### config.mk
export PLATFORM = sky130hd
export DESIGN_NAME = mem_access_arbiter
export DESIGN_NICKNAME = d
export VERILOG_FILES = /design/src/rtl/mem_access_arbiter.sv
export SDC_FILE = /design/constraint.sdc
export NUM_CORES = 1
export LEC_CHECK = 0
export ABC_AREA = 1
export CAP_MARGIN = 10
export CORE_MARGIN = 1.5
export CORE_UTILIZATION = 46
export DETAILED_ROUTE_END_ITERATION = 6
export HOLD_SLACK_MARGIN = 0.06
export PLACE_DENSITY = 0.86
export SKIP_CTS_REPAIR_TIMING = 1
export SLEW_MARGIN = 20
export SYNTH_ARGS = -nofsm -noshare
export SYNTH_HDL_FRONTEND = slang
export SYNTH_SLANG_ARGS = --single-unit
### constraint.sdc
create_clock -name clk -period 7.8 [get_ports clk]
set_input_delay 1.56 -clock clk [delete_from_list [all_inputs] [get_ports clk]]
set_output_delay 1.56 -clock clk [all_outputs]
set_load 0.01 [all_outputs]
### src/rtl/mem_access_arbiter.sv
// Shares the single data memory between instruction fetch (read-only) and load/store.
// Round-robin grant, latched request, stretched access, one-cycle ack with registered read data.
module mem_access_arbiter #(
  parameter int unsigned ACCESS_CYCLES = 1,
  parameter int unsigned ADDR_WORDS    = 256
) (
  input  logic        clk,
  input  logic        rst,
  input  logic        if_req,
  input  logic [17:0] if_addr,
  output logic        if_ack,
  output logic [31:0] if_rdata,
  output logic        if_err,
  input  logic        ls_req,
  input  logic        ls_we,
  input  logic        ls_byte,
  input  logic [17:0] ls_addr,
  input  logic [31:0] ls_wdata,
  output logic        ls_ack,
  output logic [31:0] ls_rdata,
  output logic        ls_err,
  output logic [17:0] mem_address,
  output logic [31:0] mem_write_data,
  output logic        mem_read,
  output logic        mem_write,
  output logic        mem_byte,
  input  logic [31:0] mem_read_data
);

  localparam int unsigned AW = 18;
  localparam int unsigned DW = 32;
  localparam int unsigned CW = (ACCESS_CYCLES > 1) ? $clog2(ACCESS_CYCLES) : 1;
  localparam logic [CW-1:0] CNT_INIT = CW'(ACCESS_CYCLES - 1);
  localparam logic          SINGLE_CYCLE = (ACCESS_CYCLES == 32'd1);

  typedef enum logic [1:0] {IDLE, ACCESS, RESP} state_t;

  state_t        state;
  logic [CW-1:0] cnt;
  logic          owner_ls;
  logic          rr_last_ls;
  logic          cur_we;

  logic          pick_ls;
  logic [AW-1:0] grant_addr;
  logic          grant_we;
  logic          grant_oor;

  // When both request, the side not served last wins.
  always_comb begin
    pick_ls    = ls_req && (!if_req || !rr_last_ls);
    grant_addr = pick_ls ? ls_addr : if_addr;
    grant_we   = pick_ls && ls_we;
    grant_oor  = 32'(grant_addr) >= ADDR_WORDS;
  end

  always_ff @(posedge clk or posedge rst) begin
    if (rst) begin
      state          <= IDLE;
      cnt            <= '0;
      owner_ls       <= 1'b0;
      rr_last_ls     <= 1'b1;
      cur_we         <= 1'b0;
      if_ack         <= 1'b0;
      if_rdata       <= '0;
      if_err         <= 1'b0;
      ls_ack         <= 1'b0;
      ls_rdata       <= '0;
      ls_err         <= 1'b0;
      mem_address    <= '0;
      mem_write_data <= '0;
      mem_read       <= 1'b0;
      mem_write      <= 1'b0;
      mem_byte       <= 1'b0;
    end else begin
      if_ack <= 1'b0;
      ls_ack <= 1'b0;
      if_err <= 1'b0;
      ls_err <= 1'b0;
      case (state)
        IDLE: begin
          if (if_req || ls_req) begin
            owner_ls   <= pick_ls;
            rr_last_ls <= pick_ls;
            cur_we     <= grant_we;
            if (grant_oor) begin
              // Out-of-range: answer immediately, memory untouched.
              state <= RESP;
              if (pick_ls) begin
                ls_ack   <= 1'b1;
                ls_err   <= 1'b1;
                ls_rdata <= '0;
              end else begin
                if_ack   <= 1'b1;
                if_err   <= 1'b1;
                if_rdata <= '0;
              end
            end else begin
              state       <= ACCESS;
              cnt         <= CNT_INIT;
              mem_address <= grant_addr;
              mem_byte    <= pick_ls && ls_byte;
              if (pick_ls) mem_write_data <= ls_wdata;
              mem_read    <= !grant_we;
              mem_write   <= grant_we && SINGLE_CYCLE;
            end
          end
        end
        ACCESS: begin
          if (cnt == '0) begin
            state     <= RESP;
            mem_read  <= 1'b0;
            mem_write <= 1'b0;
            if (owner_ls) begin
              ls_ack   <= 1'b1;
              ls_rdata <= DW'(mem_read_data);
            end else begin
              if_ack   <= 1'b1;
              if_rdata <= DW'(mem_read_data);
            end
          end else begin
            cnt       <= cnt - CW'(1);
            // Write strobe only in the final access cycle.
            mem_write <= cur_we && (cnt == CW'(1));
          end
        end
        RESP:    state <= IDLE;
        default: state <= IDLE;
      endcase
    end
  end

endmodule

==> results of run 1 <==
-- final cells by class --
type,instances,area share (%)
timing repair buffer,229,27.9
clock inverter,10,1.69
sequential,125,38.2
inverter,34,1.59
clock buffer,22,5.66
tap,143,2.18
multi-input combinational,419,22.8
-- layer usage --
layer	GRT usage, %	share of wire [%]	vias to the layer above
li1	-	-	2418
met1	31.8	40	2498
met2	45.1	51	202
met3	5.87	4.5	46
met4	13.2	4.0	0
met5	0	0	-
-- through the flow --
| stage | utilization, % | worst slack [ns] | cell area [um^2] | hold slack [ns] |
|---|---|---|---|---|
| floorplan | - | 2.91 | 5320 | 0.451 |
| global placement | 66.7 | 3.17 | 7580 | 0.454 |
| detailed placement | 66.8 | 3.10 | 7590 | 0.457 |
| CTS | 72.1 | 3.49 | 8190 | 0.471 |
| global route | 72.1 | 3.43 | 8200 | 0.494 |
| finish | 72.1 | 3.67 | 8200 | 0.468 |
-- registers in the layout (all words and copies together), names as in the netlist, 2 cells and up --
name and cells:
mem_write_data 32, if_rdata 32, state 2, ls_rdata 32, mem_address 18
-- power by group through the flow --
stage	Sequential, W	Clock (W)	Combinational [W]
6_report	0.000676	0.000799	0.000171
5_1_grt	0.000677	0.000839	0.000186
4_1_cts	0.000676	0.000806	0.000171
3_5_place_dp	0.000687	0	0.000170
3_3_place_gp	0.000686	0	0.000166
2_1_floorplan	0.000677	0	0.0000914
-- placed cells by master, fill, tap and decap left out, types with 3 or more instances in the layout --
master | Yosys | layout
inv_1 | 21 | 19
inv_2 | 13 | 14
clkinv_2 | 0 | 3
dfrtp_1 | 124 | 122
nand3_1 | 38 | 38
nor2_4 | 3 | 3
clkbuf_16 | 0 | 17
clkbuf_1 | 29 | 3
nand2_2 | 2 | 4
bufinv_16 | 0 | 3
nor2_1 | 9 | 9
nand3b_1 | 6 | 6
nand4_1 | 66 | 66
nand2_1 | 286 | 284
clkinv_4 | 0 | 3
clkdlybuf4s50_1 | 0 | 226
-- logic make-up (layout without fill, tap and decap cells) --
| logic type | count (synthesis) | after routing |
|---|---|---|
| buffers and inverters | 76 | 295 |
| AO/OA/AOI/OAI | 5 | 5 |
| AND/OR/NAND/NOR | 414 | 414 |
| flip-flops | 125 | 125 |
-- worst register-to-register path, cell delays in order, from the launching register on --
cell     delay, ns
dfstp_2       0.56
nand2_2       0.11
nand2_1       0.08
buf_4         0.24
inv_2         0.32
nand2_1       0.20
nand3_1       0.13
nor2_4        0.16
nand2_2       0.11
nor2_4        0.71
nand3_1       0.23
nand2_1       0.12
-- worst max path at each step --
stage	from	endpoint	slack, ns
3_5_place_dp	ls_req	ls_rdata[3]	3.10
3_3_place_gp	if_req	mem_write_data[2]	3.17
4_1_cts	ls_req	ls_rdata[19]	3.49
6_report	if_req	mem_write_data[0]	3.67
5_1_grt	if_req	mem_write_data[0]	3.43
2_1_floorplan	rst	if_ack	2.91
==> out/results.txt, run 1 <==
Combinational cell fraction of total power = 10.4%
Final Power = 0.00165 W
Max Cap Viol = 0
Count leader, synth = nand2_1
DRC Markers = 0
Crit path max-delay cell type = nor2_4
First-pass GRT wire length = 25.8 mm
Clk Latency, worst-skew pair = 0.41 ns
Hold depth = 2
DRT iter0 DRCs = 445
Switching share of power = 24.0%
Combinational family with the most area after synthesis = simple AND/OR/NAND/NOR gates
Max clock buf depth = 2
R2R Path Start = rr_last_ls
Period utilization = 53.0%
Reg clk slew, reported paths = 0.06 ns
# nets final = 932
Pwr dens = 201 nW/um^2
Seq pwr share = 41.1%
GR Overflow Total = 0
Area share of fa/ha/maj cells after synthesis = 0%
Drt first pass iters = 7
Worst-path cell chain = clkdlybuf4s50_1 -> nand2_2 -> nand2_1 -> buf_4 -> inv_2 -> nand2_1 -> nand3_1 -> nor2_4 -> nand2_2 -> nor2_4 -> nand3_1 -> nand2_1
Multi-input gate area = 1870 um^2
Reg2Reg Depth = 11
GPL Wtd Cong = 0.819
I/O pin count = 227
Root Buffer = clkbuf_16
Worst hold path class = reg -> reg
WP data required = 8.14 ns
Crit path buf inv count = 3
DP HPWL = 10.9 mm
FP Rows = 39
Final setup TNS = 0 ns
Number of synthesized flops with an enable pin = 0
Asr flop ratio synth = 100%
Min cycle time layout = 4.13 ns
Synth Area per Inst = 8.58 um^2
Setup Skew = 0.00833 ns
CTS buffer count = 17
Worst Max-Slew Pin Slew = 1.10 ns
FF-to-FF End = mem_write_data[0]
Initial antenna violation count = 0
Fill cell total of the finished layout = 873
Overall Global Routing Usage = 26.5%
Post-synth top area cell = dfrtp_1
CP dominant cell by count = nand2_1
Largest net degree at the start of global routing = 69
Internal power component = 0.00125 W
Worst relative slew slack = 26.6%
Die ar. = 12,200 um^2
Final hold vios = 0
CP Capture Type = flip-flop
Post-Synth Simple-Gate Area = 34.5%
Synth top cells by count = nand2_1, dfrtp_1, nand4_1, nand3_1, clkbuf_1
Die H = 111 um
Critical path class = in -> reg
Vias in the first global route = 5,180
Routed wire length = 16.1 mm
FF+latch count, synth = 125
Cell count after placement = 950
Worst reg-to-reg setup slack = 4.78 ns
Post-Syn Area = 5320 um^2
Vias = 5,164
Status = completed
Synth top area share = 58.3%
Peak Freq = 242 MHz
WL/cell = 16.4 um
Area Overhead vs Synth = 54.2%
Layout cells sized above 1 = 7.03%
Hold EP = if_rdata[21]
Crit Path Max Fanout = 45
Starting Density = 46.8%
Final Max Slew Viols = 0
Final setup viols = 0
Vias/cell = 5.26
# port buffers = 226
Clock power frac = 48.5%
Compound-Gate Fraction of Synth Area = 0.517%
Synth Area in XOR/XNOR = 0%
Leak = 4.17 nW
CTS tree = done
Clock sinks = 125
Unrepaired setup endpoints after global routing = false
Fin cells = 982
Core ar. = 11,400 um^2
Antenna Violating Nets Remaining = 0
Synth warnings = 0
Crit path launch type = input port
Die extent in x = 111 um
Hold_sp = if_rdata[21]
WP data arrival = 4.48 ns
H-tree depth = 4
Syn_nets = 726
Register area share after synthesis = 58.8%
Register area = 3130 um^2
CP delay by family, top = simple AND/OR/NAND/NOR gates
CP Depth = 12
Post-synthesis instance total = 620
Mux contribution to synthesized area = 0%
Max stage delay on crit path = 0.71 ns
Top FF cell, synth = dfrtp_1
Yosys cell types = 21
Worst vdd ir = 0.000136 V
Antenna Cells = 0
Synth area leaders = dfrtp_1, nand2_1, nand4_1
Switching pwr = 0.000395 W
(Power assumes the default switching activity.)
==> run 2, diff against run 1 <==
- CORE_UTILIZATION: 46 -> 39
- PLACE_DENSITY: 0.86 -> 0.78
- clock period: 7.8 -> 3.7 ns (I/O delays scaled with it)
==> run 2 against run 1 <==
Compared with the run above: clock-buffer cell count shrank 4; flip-flop and latch count is the same; setup slack lost 2.5 ns; clock power grew 130%; sequential power grew 110%; total power grew 120%; combinational power grew 130%; critical path depth is the same.
==> out/results.txt, run 2 (synthesis results as in run 1) <==
Top flop regs = if_rdata x32, ls_rdata x32, mem_write_data x32
Die ar. = 14,400 um^2
Combinational cell fraction of total power = 10.9%
Unrepaired setup endpoints after global routing = false
Routed wire length = 15.5 mm
Switching pwr = 0.000871 W
Antenna Cells = 0
Starting Density = 40.0%
Root Buffer = clkbuf_16
WP data arrival = 2.88 ns
WHS = 0.468 ns
# port buffers = 226
Min cycle time layout = 2.54 ns
Initial antenna violation count = 0
Antenna Violating Nets Remaining = 0
Die extent in x = 120 um
DRT iter0 DRCs = 396
Fill cell total of the finished layout = 1,098
Pwr dens = 434 nW/um^2
Final Power = 0.00364 W
Max stage delay on crit path = 0.50 ns
CTS buffer count = 17
I/O pin count = 227
CP startpoint = if_req
Final hold vios = 0
Worst hold path class = reg -> reg
FP Rows = 42
Period utilization = 68.6%
Max Cap Viol = 0
Vias/cell = 4.87
Fin cells = 1,024
Reg clk slew, reported paths = 0.06 ns
Core ar. = 13,300 um^2
Vias in the first global route = 4,969
Clock sinks = 125
Clk Latency, worst-skew pair = 0.41 ns
H-tree depth = 4
Status = completed
CP delay by family, top = simple AND/OR/NAND/NOR gates
Leak = 4.23 nW
Largest net degree at the start of global routing = 65
GPL Wtd Cong = 0.796
GR Overflow Total = 0
Worst vdd ir = 0.000296 V
Peak Freq = 394 MHz
Critical path class = in -> reg
Setup Skew = 0.00528 ns
Vias = 4,990
Overall Global Routing Usage = 22.3%
Crit path launch type = input port
DP HPWL = 10.4 mm
Final setup viols = 0
Seq pwr share = 38.5%
DRC Markers = 0
Final setup TNS = 0 ns
Area Overhead vs Synth = 57.4%
Worst relative slew slack = 26.3%
Layout cells sized above 1 = 7.90%
Crit Path Max Fanout = 33
Crit path buf inv count = 3
Max clock buf depth = 2
CTS tree = done
Most common cell after layout, fill and taps aside = nand2_1
Crit path max-delay cell type = clkdlybuf4s50_1
# nets final = 941
CP dominant cell by count = nand2_1
R2R Path Start = rr_last_ls
CP Capture Type = flip-flop
Worst Max-Slew Pin Slew = 1.10 ns
Final Max Slew Viols = 0
Cell count after placement = 992
Clock power frac = 50.6%
Hold_sp = ls_rdata[6]
Die H = 120 um
Internal power component = 0.00277 W
Commonest cells after routing, fill and taps aside = nand2_1, clkdlybuf4s50_1, dfrtp_1
Drt first pass iters = 5
Switching share of power = 23.9%
WL/cell = 15.1 um
First-pass GRT wire length = 25.1 mm
Worst-path cell chain = clkdlybuf4s50_1 -> nand2_2 -> nand2_1 -> inv_2 -> nand2_1 -> nand3_1 -> nor2_4 -> nand3_1 -> nand2_1 -> buf_4 -> nand2_1 -> nand2_1
WP data required = 4.04 ns
==> run 2: tightest hold or removal path: cells and delay by family (launching register included) <==
kind | cells | cell delay, ns
AND/OR/NAND/NOR | 2 | 0.10
flip-flops | 1 | 0.34
==> run 2: area by class of cell <==
cell class	instances	area [um^2]	share of cell area, %
Clock buffer	18	439	5.24
Multi-Input combinational cell	419	1860	22.2
Sequential cell	125	3130	37.4
Timing Repair Buffer	238	2380	28.4
Tap cell	176	220	2.63
Inverter	34	131	1.57
Clock inverter	14	216	2.58
==> run 2: through the flow <==
| step | util [%] | worst slack [ns] | area, um^2 |
|---|---|---|---|
| CTS | 63.0 | 1.16 | 8380 |
| detailed placement | 58.1 | 0.765 | 7720 |
| floorplan | - | 1.42 | 5330 |
| global placement | 58.1 | 0.861 | 7720 |
| global route | 63.0 | 0.932 | 8380 |
| finish | 63.0 | 1.16 | 8380 |
==> run 2: layer usage <==
| layer | wire length, um | share of wire [%] | GRT usage, % |
|---|---|---|---|
| met1 | 6660 | 43 | 29.1 |
| met2 | 7550 | 49 | 35.9 |
| met3 | 831 | 5.4 | 4.94 |
| met4 | 457 | 2.9 | 9.67 |
| met5 | 0 | 0 | 0 |
==> run 2: power groups by stage <==
stage                     Clock (W)  Combinational, W  Sequential (W)
after detailed placement          0          0.000401         0.00142
after global routing        0.00193          0.000439         0.00140
final                       0.00184          0.000398         0.00140
after floorplan                   0          0.000193         0.00143
after global placement            0          0.000398         0.00142
after CTS                   0.00187          0.000402         0.00140
==> run 2: path summary, 6_finish.rpt <==
path	to	slack [ns]	cells past startpoint
max in group asynchronous	rr_last_ls	2.24	3
worst max register to register	if_rdata[27]	1.46	11
worst min register to register	ls_rdata[6]	0.47	2
worst max-delay path	if_rdata[27]	1.16	12
worst min-delay path	ls_rdata[6]	0.47	2
min in group asynchronous	mem_address[5]	0.74	2
